File: src/rtl/result_writeback_if.sv
// result_writeback_if: result stream (valid/ready) plus Avalon-style SDRAM
// write bus. master = the write-back block, slave = producer/memory side.
interface result_writeback_if #(
    parameter int DATA_W = 32,
    parameter int ADDR_W = 26
);
    logic              result_valid;
    logic [DATA_W-1:0] result;
    logic              result_ready;
    logic              sdram_write;
    logic [ADDR_W-1:0] sdram_address;
    logic [DATA_W-1:0] sdram_writedata;
    logic              sdram_waitrequest;

    modport master (
        input  result_valid,
        input  result,
        input  sdram_waitrequest,
        output result_ready,
        output sdram_write,
        output sdram_address,
        output sdram_writedata
    );

    modport slave (
        output result_valid,
        output result,
        output sdram_waitrequest,
        input  result_ready,
        input  sdram_write,
        input  sdram_address,
        input  sdram_writedata
    );
endinterface

File: src/rtl/result_writeback.sv
// result_writeback: buffers filtered pixel words in a FIFO and writes them to
// SDRAM at consecutive word addresses from a programmed base.
// Ports: clk, n_rst (sync, active-low), start/base_address/image_width/
// image_height (frame setup, sampled on start in IDLE), bus (result stream
// in, SDRAM write master out), busy (RUN), finish_flag (one-cycle done pulse).
module result_writeback #(
    parameter int DATA_W = 32,
    parameter int ADDR_W = 26,
    parameter int DIM_W  = 13,
    parameter int DEPTH  = 8
) (
    input  logic                    clk,
    input  logic                    n_rst,
    input  logic                    start,
    input  logic [ADDR_W-1:0]       base_address,
    input  logic [DIM_W-1:0]        image_width,
    input  logic [DIM_W-1:0]        image_height,
    result_writeback_if.master      bus,
    output logic                    busy,
    output logic                    finish_flag
);
    localparam int PW = $clog2(DEPTH);
    localparam int CW = 2 * DIM_W;
    localparam logic [PW:0] C_DEPTH = (PW+1)'(DEPTH);

    typedef enum logic [1:0] {
        S_IDLE,
        S_RUN,
        S_DONE
    } state_t;

    state_t            r_state;
    logic [DATA_W-1:0] r_mem [DEPTH];
    logic [PW-1:0]     r_wr_ptr;
    logic [PW-1:0]     r_rd_ptr;
    logic [PW:0]       r_count;
    logic [CW-1:0]     r_total;
    logic [CW-1:0]     r_accepted;
    logic [CW-1:0]     r_written;
    logic [ADDR_W-1:0] r_addr;

    logic          w_run;
    logic          w_ready;
    logic          w_write;
    logic          w_push;
    logic          w_pop;
    logic [CW-1:0] w_total_in;

    assign w_run      = (r_state == S_RUN);
    // Ready ignores a same-cycle pop so it never depends on waitrequest.
    assign w_ready    = w_run && (r_count < C_DEPTH) && (r_accepted < r_total);
    assign w_write    = w_run && (r_count != '0);
    assign w_push     = bus.result_valid && w_ready;
    assign w_pop      = w_write && !bus.sdram_waitrequest;
    assign w_total_in = CW'(image_width) * CW'(image_height);

    assign bus.result_ready    = w_ready;
    assign bus.sdram_write     = w_write;
    assign bus.sdram_address   = r_addr;
    assign bus.sdram_writedata = r_mem[r_rd_ptr];
    assign busy                = w_run;
    assign finish_flag         = (r_state == S_DONE);

    always_ff @(posedge clk) begin
        if (!n_rst) begin
            r_state    <= S_IDLE;
            r_wr_ptr   <= '0;
            r_rd_ptr   <= '0;
            r_count    <= '0;
            r_total    <= '0;
            r_accepted <= '0;
            r_written  <= '0;
            r_addr     <= '0;
            // Storage is cleared so the write-data output reads 0 after reset.
            for (int i = 0; i < DEPTH; i++) begin
                r_mem[i] <= '0;
            end
        end else begin
            unique case (r_state)
                S_IDLE: begin
                    if (start) begin
                        r_addr     <= base_address;
                        r_total    <= w_total_in;
                        r_accepted <= '0;
                        r_written  <= '0;
                        r_wr_ptr   <= '0;
                        r_rd_ptr   <= '0;
                        r_count    <= '0;
                        r_state    <= (w_total_in != '0) ? S_RUN : S_DONE;
                    end
                end
                S_RUN: begin
                    if (w_push) begin
                        r_mem[r_wr_ptr] <= bus.result;
                        r_wr_ptr        <= r_wr_ptr + 1'b1;
                        r_accepted      <= r_accepted + 1'b1;
                    end
                    if (w_pop) begin
                        r_rd_ptr  <= r_rd_ptr + 1'b1;
                        r_addr    <= r_addr + ADDR_W'(4);
                        r_written <= r_written + 1'b1;
                        if (r_written + CW'(1) == r_total) begin
                            r_state <= S_DONE;
                        end
                    end
                    case ({w_push, w_pop})
                        2'b10:   r_count <= r_count + 1'b1;
                        2'b01:   r_count <= r_count - 1'b1;
                        default: r_count <= r_count;
                    endcase
                end
                S_DONE: begin
                    r_state <= S_IDLE;
                end
                default: begin
                    r_state <= S_IDLE;
                end
            endcase
        end
    end
endmodule

File: src/flat_wrapper.sv
// flat-port wrapper written by rule: the top's interface ports become plain ports
module result_writeback_flat 
#(
    parameter int DATA_W = 32,
    parameter int ADDR_W = 26,
    parameter int DIM_W  = 13,
    parameter int DEPTH  = 8
)
  (clk, n_rst, start, base_address, image_width, image_height, busy, finish_flag, bus_result_valid, bus_result, bus_sdram_waitrequest, bus_result_ready, bus_sdram_write, bus_sdram_address, bus_sdram_writedata);
  result_writeback_if #(.DATA_W(DATA_W), .ADDR_W(ADDR_W)) bus_i ();
  input  logic clk;
  input  logic n_rst;
  input  logic start;
  input  logic [ADDR_W-1:0] base_address;
  input  logic [DIM_W-1:0] image_width;
  input  logic [DIM_W-1:0] image_height;
  output logic busy;
  output logic finish_flag;
  input wire logic [$bits(bus_i.result_valid)-1:0] bus_result_valid;
  input wire logic [$bits(bus_i.result)-1:0] bus_result;
  input wire logic [$bits(bus_i.sdram_waitrequest)-1:0] bus_sdram_waitrequest;
  output wire logic [$bits(bus_i.result_ready)-1:0] bus_result_ready;
  output wire logic [$bits(bus_i.sdram_write)-1:0] bus_sdram_write;
  output wire logic [$bits(bus_i.sdram_address)-1:0] bus_sdram_address;
  output wire logic [$bits(bus_i.sdram_writedata)-1:0] bus_sdram_writedata;
  assign bus_i.result_valid = bus_result_valid;
  assign bus_i.result = bus_result;
  assign bus_i.sdram_waitrequest = bus_sdram_waitrequest;
  assign bus_result_ready = bus_i.result_ready;
  assign bus_sdram_write = bus_i.sdram_write;
  assign bus_sdram_address = bus_i.sdram_address;
  assign bus_sdram_writedata = bus_i.sdram_writedata;
  result_writeback #(.DATA_W(DATA_W), .ADDR_W(ADDR_W), .DIM_W(DIM_W), .DEPTH(DEPTH)) u_core (.clk(clk), .n_rst(n_rst), .start(start), .base_address(base_address), .image_width(image_width), .image_height(image_height), .bus(bus_i), .busy(busy), .finish_flag(finish_flag));
endmodule
File: config.mk
export PLATFORM = sky130hd
export DESIGN_NAME = result_writeback_flat
export DESIGN_NICKNAME = d
export VERILOG_FILES = /design/src/rtl/result_writeback_if.sv /design/src/rtl/result_writeback.sv /design/src/flat_wrapper.sv
export SDC_FILE = /design/constraint.sdc
export NUM_CORES = 1
export LEC_CHECK = 0
export BUFFER_PORTS_ARGS = -buffer_cell sky130_fd_sc_hd__buf_2
export CORE_UTILIZATION = 45
export CTS_CLUSTER_SIZE = 40
export DETAILED_ROUTE_END_ITERATION = 8
export REMOVE_ABC_BUFFERS = 1
export SYNTH_ARGS = -nofsm -noshare
export SYNTH_HDL_FRONTEND = slang
export SYNTH_SLANG_ARGS = --single-unit
export TNS_END_PERCENT = 10
File: constraint.sdc
create_clock -name clk -period 6.45 [get_ports clk]
set_input_delay 0.645 -clock clk [delete_from_list [all_inputs] [get_ports clk]]
set_output_delay 0.645 -clock clk [all_outputs]
set_load 0.05 [all_outputs]
==> out/metrics.cfg, run 1 <==
[synth]
synth_area_leaders = edfxtp_1 (32%), fa_1 (10%), dfxtp_1 (9.9%)
synth_largest_area_cell = edfxtp_1
synth_edf_count = 256
yosysSeqAreaShare_pct = 41.8
syn_area_mm2 = 0.0241
synth-seq-cells = 375
yosysWarnings = 0
syn-mean-instance-area_um2 = 10.6
synthFlopType = edfxtp_1
syn_inst = 2270
synthDistinctLibCells = 76
async_flop_share_pct = 0
yosys.area.top_type_share_pct = 31.9

[cts]
cts_hold_buf = 0
clkLatencyLatePin_ns = 0.57
cts_made_buffers = 42
cts_buffer_depth = 3
clk_pin_slew_worst_paths_ns = 0.06
cts_max_level = 2
cts_setup_buffers = 0
cts.sinks = 375
tritoncts = yes
root_buffer = clkbuf_16
cts_resized = 0

[grt]
grt_overflow_total = 0
grt_pass1_wl_um = 96500
antenna_found_initial = 0
first_global_vias = 17600
grt_use_total_pct = 23.0
grt_max_degree = 69

[drt]
remaining_drc_errors = 0
drtIter0Drc = 973
finalWirelength_um = 60600
wire_per_inst_um = 19.6
num_vias = 17000
firstDrtPassIters = 5
via_per_inst = 5.50
drtAntennaViolNets = 0

[timing]
finClkSkew_ns = 0.0267
tightest_slew_ns = 1.12
slew_headroom_pct = 25.5
period_share_pct = 88.9
final-setup-viol-count = 0
fmaxAchievable_ghz = 0.174
slew_viol_final = 0
final_hold_viol_count = 0
worst_hold_slack_ns = 0.317
fin_setup_tns_ns = 0
rsz0062_at_grt = false
fin_crit_ns = 5.74

[setup_path]
crit_arrival_ns = 6.14
required_ns = 6.85
end_kind = flip-flop
worst_setup_path_start_kind = primary input
worstSetupStartpoint = image_height[3]
r2r-start = u_core.r_total[23]$_SDFFE_PN0P_
cp_max_fo = 13
critPathKind = in2reg

[final_layout]
utilization_pct = 51.2
finalNetCount = 2683
area_growth_pct = 12.0
layout-drive-gt1-share_pct = 15.9
fillCellCount = 4744
final_cell_mix = and2_1 (356), edfxtp_1 (256), inv_1 (201)
layout_commonest_cell = and2_1

[floorplanning]
row_count = 84
start_util_pct = 45.7
die_area_mm2 = 0.0544
die_w_um = 233
dieHeight_um = 233
pin_count = 151
core_area_mm2 = 0.0527

[min_path]
min_path_type = in2reg
hp-start = base_address[2]

[pwr]
vdd_ir_drop_max_v = 0.000354
pwr_density_cell_mw_per_mm2 = 335
p_leak_nw = 11.0

[place]
gp_congestion = 0.828
portBuffers = 150
dp_hpwl_um = 39100

[job]
maxCapViolCount = 0

[outcome]
status = finished, final reports clean

-- cell usage after synthesis, types with 7 or more instances --
library cell / count
nand3_1: 30
a31oi_1: 9
a211oi_1: 17
and2_1: 356
clkbuf_1: 116
o21ai_0: 51
and3_1: 16
xor2_1: 26
nor2_1: 122
mux2_2: 32
nand4_1: 31
nand2_1: 191
mux4_2: 64
o22ai_1: 7
nand2b_1: 16
nor3_1: 41
inv_1: 202
ha_1: 104
or3_1: 14
a21oi_1: 105
dfxtp_1: 119
nor2b_1: 9
xnor2_1: 54
fa_1: 122
a221oi_1: 7
a21o_1: 19
edfxtp_1: 256
buf_1: 8
nor4_1: 22
-- critical path, stage by stage --
cell and delay [ns]:
buf_2 0.18, and2_1 0.20, fa_1 0.53, inv_1 0.06, fa_1 0.53, inv_1 0.06, fa_1 0.51, inv_1 0.05
fa_1 0.46, fa_1 0.55, inv_1 0.04, ha_1 0.29, a21o_1 0.17, a31o_2 0.23, o31ai_1 0.34, o221ai_1 0.26
a211o_1 0.33, nand3_1 0.10, nor4bb_1 0.25, and4_1 0.26, o22ai_1 0.09
-- state kept, by name (all words and copies together) (netlist names), named ones only --
register and count:
u_core.r_state 2, u_core.r_written 26, u_core.r_mem 256, u_core.r_wr_ptr 3, u_core.r_total 26, u_core.bus.sdram_address 26, u_core.r_count 4, u_core.r_accepted 26
u_core.r_rd_ptr 3
-- cell type report --
class / instances / area (µm²) / area share [%]
inverters: 202 / 758 / 2.81
repair buffers: 187 / 1030 / 3.82
flip-flops and latches: 375 / 10100 / 37.4
well taps: 688 / 861 / 3.19
clock inverters: 23 / 282 / 1.04
diodes: 2 / 5.00 / 0.0186
clock buffers: 54 / 1130 / 4.18
multi-input cells: 1560 / 12800 / 47.5
-- metrics by stage --
| step | cell area (µm²) | std cells | power (mW) | setup slack, ns |
|---|---|---|---|---|
| after floorplan | 23500 | 2137 | 5.65 | 0.566 |
| after global routing | 26900 | 3089 | 9.75 | 0.404 |
| after global placement | 25500 | 3012 | 6.58 | 0.0736 |
| after detailed placement | 25500 | 3012 | 6.60 | 0.0830 |
| final | 26900 | 3091 | 9.02 | 0.715 |
| after CTS | 26900 | 3089 | 9.09 | 0.667 |
-- logic make-up after synthesis --
family | count (synthesis) | share of synthesized area (%)
buffers and inverters | 335 | 5.31
and+or+nand+nor | 890 | 20.0
AOI/OAI and AO/OA | 265 | 6.83
muxes | 99 | 7.61
adders and majority gates | 226 | 15.6
DFF | 375 | 41.8
xor gates and xnor gates | 80 | 2.91
-- final timing paths --
check	depth (start not counted)	slack, ns	end
setup / recovery	21	0.71	u_core.r_state[0]$_SDFFE_PN0P_
hold / removal	3	0.32	u_core.bus.sdram_address[2]$_SDFFE_PN0P_
setup reg to reg	13	1.78	u_core.r_mem[5][30]$_SDFFCE_PN0P_
hold reg to reg	2	0.45	u_core.bus.sdram_address[0]$_SDFFE_PN0P_
-- per-layer routing --
layer / global-route usage [%] / share of wire [%] / vias to the layer above
met5: 0 / 0 / -
met4: 6.33 / 2.4 / 0
met3: 2.70 / 3.7 / 89
met2: 40.8 / 51 / 346
met1: 29.5 / 43 / 8553
li1: - / - / 8001
-- report_power, final --
part	internal [mW]	leakage, nW	switching (mW)	total (mW)
combinational	1.50	6.69	2.25	3.74
clock	1.48	0.686	0.991	2.47
sequential	2.70	3.61	0.109	2.80
total	5.67	11.0	3.35	9.02
Note: power is estimated with default switching activity, not from simulation.
==> run 2, diff against run 1 <==
- clock period: 6.45 -> 6.7 ns (I/O delays scaled with it)
==> run 2 against run 1 <==
Against the previous run:
- critical path depth unchanged
- largest cell class unchanged
- sequential power fell by 4%
- final cell count decreased by 0.42%
- via count down 0.74%
- clock skew increased by 0.00052 ns
- highest routed layer unchanged
==> out/metrics.cfg, run 2 (synthesis gave the netlist of run 1 again) <==
[place]
portBuffers = 150  ; unchanged
dpl.cell_count = 3004  ; was 3012
dp_hpwl_um = 38800  ; was 39100 µm
gp_congestion = 0.833  ; was 0.828
dpl_cell_area_mm2 = 0.0255  ; about the same

[cts]
cts_made_buffers = 41  ; was 42
tritoncts = yes  ; unchanged
root_buffer = clkbuf_16  ; unchanged
clk_pin_slew_worst_paths_ns = 0.07  ; was 0.06 ns
cts_max_level = 2  ; unchanged
cts_setup_buffers = 0  ; unchanged
cts_buffer_depth = 3  ; unchanged
cts.sinks = 375  ; unchanged
cts_hold_buf = 0  ; unchanged
cts_resized = 0  ; unchanged
clkLatencyLatePin_ns = 0.59  ; was 0.57 ns

[floorplanning]
core_area_mm2 = 0.0527  ; unchanged
die_w_um = 233  ; unchanged
die_area_mm2 = 0.0544  ; unchanged
pin_count = 151  ; unchanged
start_util_pct = 45.7  ; unchanged
dieHeight_um = 233  ; unchanged
row_count = 84  ; unchanged

[timing]
period_share_pct = 87.9
rsz0062_at_grt = false  ; unchanged
fmaxAchievable_ghz = 0.170
fin_setup_tns_ns = 0  ; unchanged
final_hold_viol_count = 0  ; unchanged
slew_viol_final = 0  ; unchanged
final-setup-viol-count = 0  ; unchanged
fin_crit_ns = 5.89
tightest_slew_ns = 1.10  ; was 1.12 ns
slew_headroom_pct = 26.9  ; was 25.5%
finClkSkew_ns = 0.0272  ; was 0.0267 ns

[pwr]
vdd_ir_drop_max_v = 0.000319  ; was 0.000354 V
p_sw_share_pct = 38.2  ; was 37.1%
p_int_mw = 5.22  ; was 5.67 mW
pwr_density_cell_mw_per_mm2 = 316  ; was 335 mW/mm²
comb_power_share_pct = 42.3  ; was 41.5%
seqPwrFrac_pct = 31.9  ; was 31.1%
total_power_mw = 8.44  ; was 9.02 mW
power.switching_mw = 3.23  ; was 3.35 mW
p_clk_share_pct = 25.7  ; was 27.4%
p_leak_nw = 10.9  ; was 11.0 nW

[min_path]
hp-start = base_address[0]  ; was base_address[2]
whs_path_depth = 3  ; unchanged
worstHoldEndpoint = u_core.bus.sdram_address[0]$_SDFFE_PN0P_  ; was u_core.bus.sdram_address[2]$_SDFFE_PN0P_
min_path_type = in2reg  ; unchanged

[grt]
antenna_found_initial = 0  ; unchanged
grt_use_total_pct = 22.9  ; was 23.0%
first_global_vias = 17500  ; was 17.6k
grt_overflow_total = 0  ; unchanged
grt_max_degree = 79  ; was 69
grt_pass1_wl_um = 96200  ; was 96500 µm

[final_layout]
largest_reg_flops = 256  ; unchanged
area_growth_pct = 11.1  ; was 12.0%
finish.instance_area_mm2 = 0.0267  ; was 0.0269 mm²
layout-drive-gt1-share_pct = 15.5  ; was 15.9%
final_cell_mix = and2_1 (356), edfxtp_1 (256), inv_1 (201)  ; unchanged
top_register = u_core.r_mem  ; unchanged
final_cells = 3078  ; was 3091
layout_commonest_cell = and2_1  ; unchanged
finalNetCount = 2674  ; was 2683

[setup_path]
cp_max_fo = 13  ; unchanged
required_ns = 7.21  ; was 6.85 ns
end_kind = flip-flop  ; unchanged
r2r_slack_ns = 2.03  ; was 1.78 ns
worst_setup_path_start_kind = primary input  ; unchanged
reg2reg_to = u_core.r_mem[5][30]$_SDFFCE_PN0P_  ; unchanged
crit_arrival_ns = 6.40  ; was 6.14 ns
r2r-start = u_core.r_total[23]$_SDFFE_PN0P_  ; unchanged
critPathKind = in2reg  ; unchanged
reg2reg_depth = 13  ; unchanged

[drt]
drtIter0Drc = 1099  ; was 973
firstDrtPassIters = 5  ; unchanged
wire_per_inst_um = 19.4  ; was 19.6 µm
via_per_inst = 5.48  ; was 5.50
finalWirelength_um = 59800  ; was 60600 µm
num_vias = 16900  ; was 17.0k
remaining_drc_errors = 0  ; unchanged
drtAntennaViolNets = 0  ; unchanged

[job]
maxCapViolCount = 0  ; unchanged

[outcome]
status = finished, final reports clean  ; unchanged

==> run 2: changes by cell type in the layout (fill, tap and decap cells not counted), moves of 2 or more <==
cell	delta
clkbuf_8	-3
buf_4	-8
clkinv_1	+2
bufinv_16	-4
clkbuf_1	-2
clkinvlp_2	+2
==> run 2: cell type report <==
type	instances	area, µm²
antenna	1	2.50
clock buffer	48	1050
clock inverter	25	218
fill	4742	25900
inverter	202	758
multi-input combinational	1560	12800
sequential	375	10100
tap	688	861
timing repair buffer	179	968
==> run 2: power by group through the flow <==
stage               Combinational (mW)  Clock (mW)  Sequential, mW
finish                            3.57        2.17            2.70
detailed placement                3.58           0            2.75
floorplan                         2.68           0            2.76
CTS                               3.61        2.23            2.70
global route                      4.13        2.31            2.71
global placement                  3.56           0            2.74
==> run 2: worst max-delay path: stages <==
cell and delay [ns]:
buf_2 0.16, and2_1 0.19, fa_1 0.55, inv_1 0.06, fa_1 0.54, inv_1 0.06
fa_1 0.53, inv_1 0.06, fa_1 0.46, fa_1 0.54, inv_1 0.04, ha_1 0.35
a21o_1 0.19, a31o_2 0.24, o31ai_1 0.35, o221ai_1 0.27, a211o_1 0.34, nand3_1 0.10
nor4bb_1 0.26, and4_1 0.27, o2111a_1 0.17
==> run 2: how the worst max path moves through the flow <==
stage	endpoint	slack [ns]	from	cells past startpoint
finish	u_core.r_state[1]$_SDFFE_PN0P_	0.81	image_height[3]	21
global route	u_core.r_state[1]$_SDFFE_PN0P_	0.51	image_height[3]	21
CTS	u_core.r_state[1]$_SDFFE_PN0P_	0.82	image_height[3]	21
detailed placement	u_core.r_state[0]$_SDFFE_PN0P_	0.18	image_height[3]	21
global placement	u_core.r_state[0]$_SDFFE_PN0P_	0.31	image_height[3]	21
floorplan	u_core.r_state[0]$_SDFFE_PN0P_	0.79	image_height[3]	20
==> run 2: through the flow <==
stage	util [%]	setup slack, ns	hold slack [ns]
6_report	50.8	0.811	0.320
5_1_grt	50.8	0.510	0.317
4_1_cts	50.8	0.815	0.290
3_5_place_dp	48.4	0.182	0.452
3_3_place_gp	48.4	0.314	0.441
2_1_floorplan	-	0.791	0.452
==> run 2: layer usage <==
metal / part of all wire [%] / global-route usage, %
met1: 43 / 29.6
met2: 51 / 40.0
met3: 4.2 / 2.45
met4: 2.3 / 6.88
met5: 0 / 0
==> run 3, diff against run 2 <==
- CORE_UTILIZATION: 45 -> 60
- PLACE_DENSITY: default -> 0.79
==> run 3 against run 2 <==
Against the previous run:
- the flow now finishes with violations (DRC)
- largest power group unchanged
- count of clock-buffer cells in the layout is 5 higher
- hold slack improved by 0.027 ns
- die area is 25% lower
- flip-flop and latch count unchanged
- final cell count shrank 5.6%
- global-route usage rose by 5.8 points
- critical endpoint unchanged
- first-iteration DRC count increased by 4.9%
- setup slack lost 0.21 ns
- sequential share of layout area rose by 0.31 points
- clock skew down 0.0043 ns
- power up 0.86%
- core utilization up 16 points
==> out/metrics.cfg, run 3 (synthesis gave the netlist of run 1 again) <==
[setup_path]
crit_arrival_ns = 6.59  ; was 6.40 ns
cp_max_fo = 13  ; unchanged
required_ns = 7.19  ; was 7.21 ns
worstSetupStartpoint = image_height[3]  ; unchanged
reg2reg_to = u_core.r_mem[6][26]$_SDFFCE_PN0P_  ; was u_core.r_mem[5][30]$_SDFFCE_PN0P_
end_kind = flip-flop  ; unchanged
crit_end = u_core.r_state[1]$_SDFFE_PN0P_  ; unchanged
r2r-start = u_core.r_total[23]$_SDFFE_PN0P_  ; unchanged
critPathKind = in2reg  ; unchanged
r2r_slack_ns = 2.05  ; was 2.03 ns
worst_setup_path_start_kind = primary input  ; unchanged
reg2reg_depth = 12  ; was 13

[cts]
clkLatencyLatePin_ns = 0.57  ; was 0.59 ns
cts_max_level = 2  ; unchanged
cts_made_buffers = 40  ; was 41
cts_buffer_depth = 3  ; unchanged
root_buffer = clkbuf_16  ; unchanged
tritoncts = yes  ; unchanged
cts_hold_buf = 0  ; unchanged
cts_setup_buffers = 0  ; unchanged
cts.sinks = 375  ; unchanged
clk_pin_slew_worst_paths_ns = 0.06  ; was 0.07 ns
cts_resized = 0  ; unchanged

[final_layout]
fillCellCount = 2916  ; was 4742
top_register = u_core.r_mem  ; unchanged
final_cell_mix = and2_1 (356), edfxtp_1 (256), inv_1 (201)  ; unchanged
seqCellArea_mm2 = 0.0101  ; unchanged
largest_reg_flops = 256  ; unchanged
finalNetCount = 2663  ; was 2674
layout_commonest_cell = and2_1  ; unchanged
layout-drive-gt1-share_pct = 15.3  ; was 15.5%
multi_input_area_mm2 = 0.0128  ; about the same
area_growth_pct = 10.2  ; was 11.1%

[drt]
wire_per_inst_um = 19.6  ; was 19.4 µm
drtIter0Drc = 1153  ; was 1099
finalWirelength_um = 57000  ; was 59800 µm
remaining_drc_errors = 4  ; was 0
num_vias = 17300  ; was 16.9k
via_per_inst = 5.96  ; was 5.48
drtAntennaViolNets = 0  ; unchanged
firstDrtPassIters = 7  ; was 5

[timing]
fin_crit_ns = 6.10  ; was 5.89 ns
worst_hold_slack_ns = 0.347  ; was 0.320 ns
final_hold_viol_count = 0  ; unchanged
fmaxAchievable_ghz = 0.164  ; was 0.170 GHz
period_share_pct = 91.0  ; was 87.9%
fin_setup_tns_ns = 0  ; unchanged
slew_headroom_pct = 20.2  ; was 26.9%
slew_viol_final = 0  ; unchanged
final.setup.worst_slack_ns = 0.601  ; was 0.811 ns
tightest_slew_ns = 1.20  ; was 1.10 ns
rsz0062_at_grt = false  ; unchanged
final-setup-viol-count = 0  ; unchanged
finClkSkew_ns = 0.0230  ; was 0.0272 ns

[place]
portBuffers = 150  ; unchanged
dp_hpwl_um = 36100  ; was 38800 µm
gp_congestion = 0.887  ; was 0.833
place_ws_ns = 0.125  ; was 0.182 ns

[min_path]
min_path_type = in2reg  ; unchanged
hp-start = base_address[1]  ; was base_address[0]

[floorplanning]
core_area_mm2 = 0.0396  ; was 0.0527 mm²
row_count = 73  ; was 84
pin_count = 151  ; unchanged
die_area_mm2 = 0.0409  ; was 0.0544 mm²
dieHeight_um = 202  ; was 233 µm
die_w_um = 202  ; was 233 µm
start_util_pct = 60.7  ; was 45.7%

[grt]
grt_pass1_wl_um = 91900  ; was 96200 µm
grt_use_total_pct = 28.6  ; was 22.9%
first_global_vias = 17900  ; was 17.5k
grt_overflow_total = 0  ; unchanged
grt_max_degree = 88  ; was 79
antenna_found_initial = 1  ; was 0

[job]
maxCapViolCount = 0  ; unchanged

[outcome]
status = finished, violations left  ; was finished, final reports clean
violations = DRC

[pwr]
p_leak_nw = 10.9  ; about the same
vdd_ir_drop_max_v = 0.000390  ; was 0.000319 V
pwr_density_cell_mw_per_mm2 = 321  ; was 316 mW/mm²

## run 3: changes by cell type in the layout (fill, tap and decap cells not counted), sizes merged
cell,delta
clkbuf,+5
inv,-1
diode,+1
buf,-10
bufinv,+2
clkinvlp,-1
clkinv,-6
## run 3: metal layers
layer | global-route usage [%] | vias to the layer above | share of wire [%]
met5 | 0 | - | 0
met4 | 8.83 | 0 | 2.7
met3 | 3.66 | 120 | 5.7
met2 | 51.2 | 611 | 51
met1 | 36.0 | 8645 | 40
li1 | - | 7949 | -
## run 3: report_power, final
group	internal, mW	switching, mW	total, mW
Combinational	1.39	2.18	3.57
Sequential	2.60	0.104	2.70
Clock	1.32	0.927	2.25
Total	5.30	3.21	8.52
## run 3: final cells by class
cell class,count,share of cell area [%]
Antenna cell,2,0.0189
Clock buffer,53,4.15
Clock inverter,19,0.868
Inverter,202,2.86
Multi-Input combinational cell,1560,48.3
Sequential cell,375,38.0
Tap cell,525,2.48
Timing Repair Buffer,169,3.37
## run 3: per-stage QoR
step / std cells / area, µm² / power (mW) / util [%]
finish: 2905 / 26500 / 8.52 / 66.9
global route: 2904 / 26500 / 9.14 / 66.9
CTS: 2903 / 26500 / 8.51 / 66.9
detailed placement: 2831 / 25200 / 6.26 / 63.6
global placement: 2831 / 25200 / 6.17 / 63.6
floorplan: 2137 / 23500 / 5.44 / -
## run 3: worst min-delay path by stage
stage	cells after the start	endpoint	slack (ns)
floorplan	1	u_core.r_written[18]$_SDFFE_PN0P_	0.45
global placement	2	u_core.bus.sdram_address[1]$_SDFFE_PN0P_	0.44
finish	3	u_core.bus.sdram_address[1]$_SDFFE_PN0P_	0.35
CTS	3	u_core.bus.sdram_address[1]$_SDFFE_PN0P_	0.33
global route	3	u_core.bus.sdram_address[1]$_SDFFE_PN0P_	0.33
detailed placement	2	u_core.bus.sdram_address[1]$_SDFFE_PN0P_	0.46
## run 3: critical path, cell delays in order
cell and delay [ns]:
buf_2 0.16, and2_1 0.19, fa_1 0.55, inv_1 0.06, fa_1 0.53, inv_1 0.05, fa_1 0.52, inv_1 0.06
fa_1 0.47, fa_1 0.54, inv_1 0.05, ha_1 0.35, a21o_1 0.19, a31o_2 0.23, o31ai_1 0.38, o221ai_1 0.37
xor2_1 0.25, nor4_1 0.48, and4_1 0.31, o2111a_1 0.18
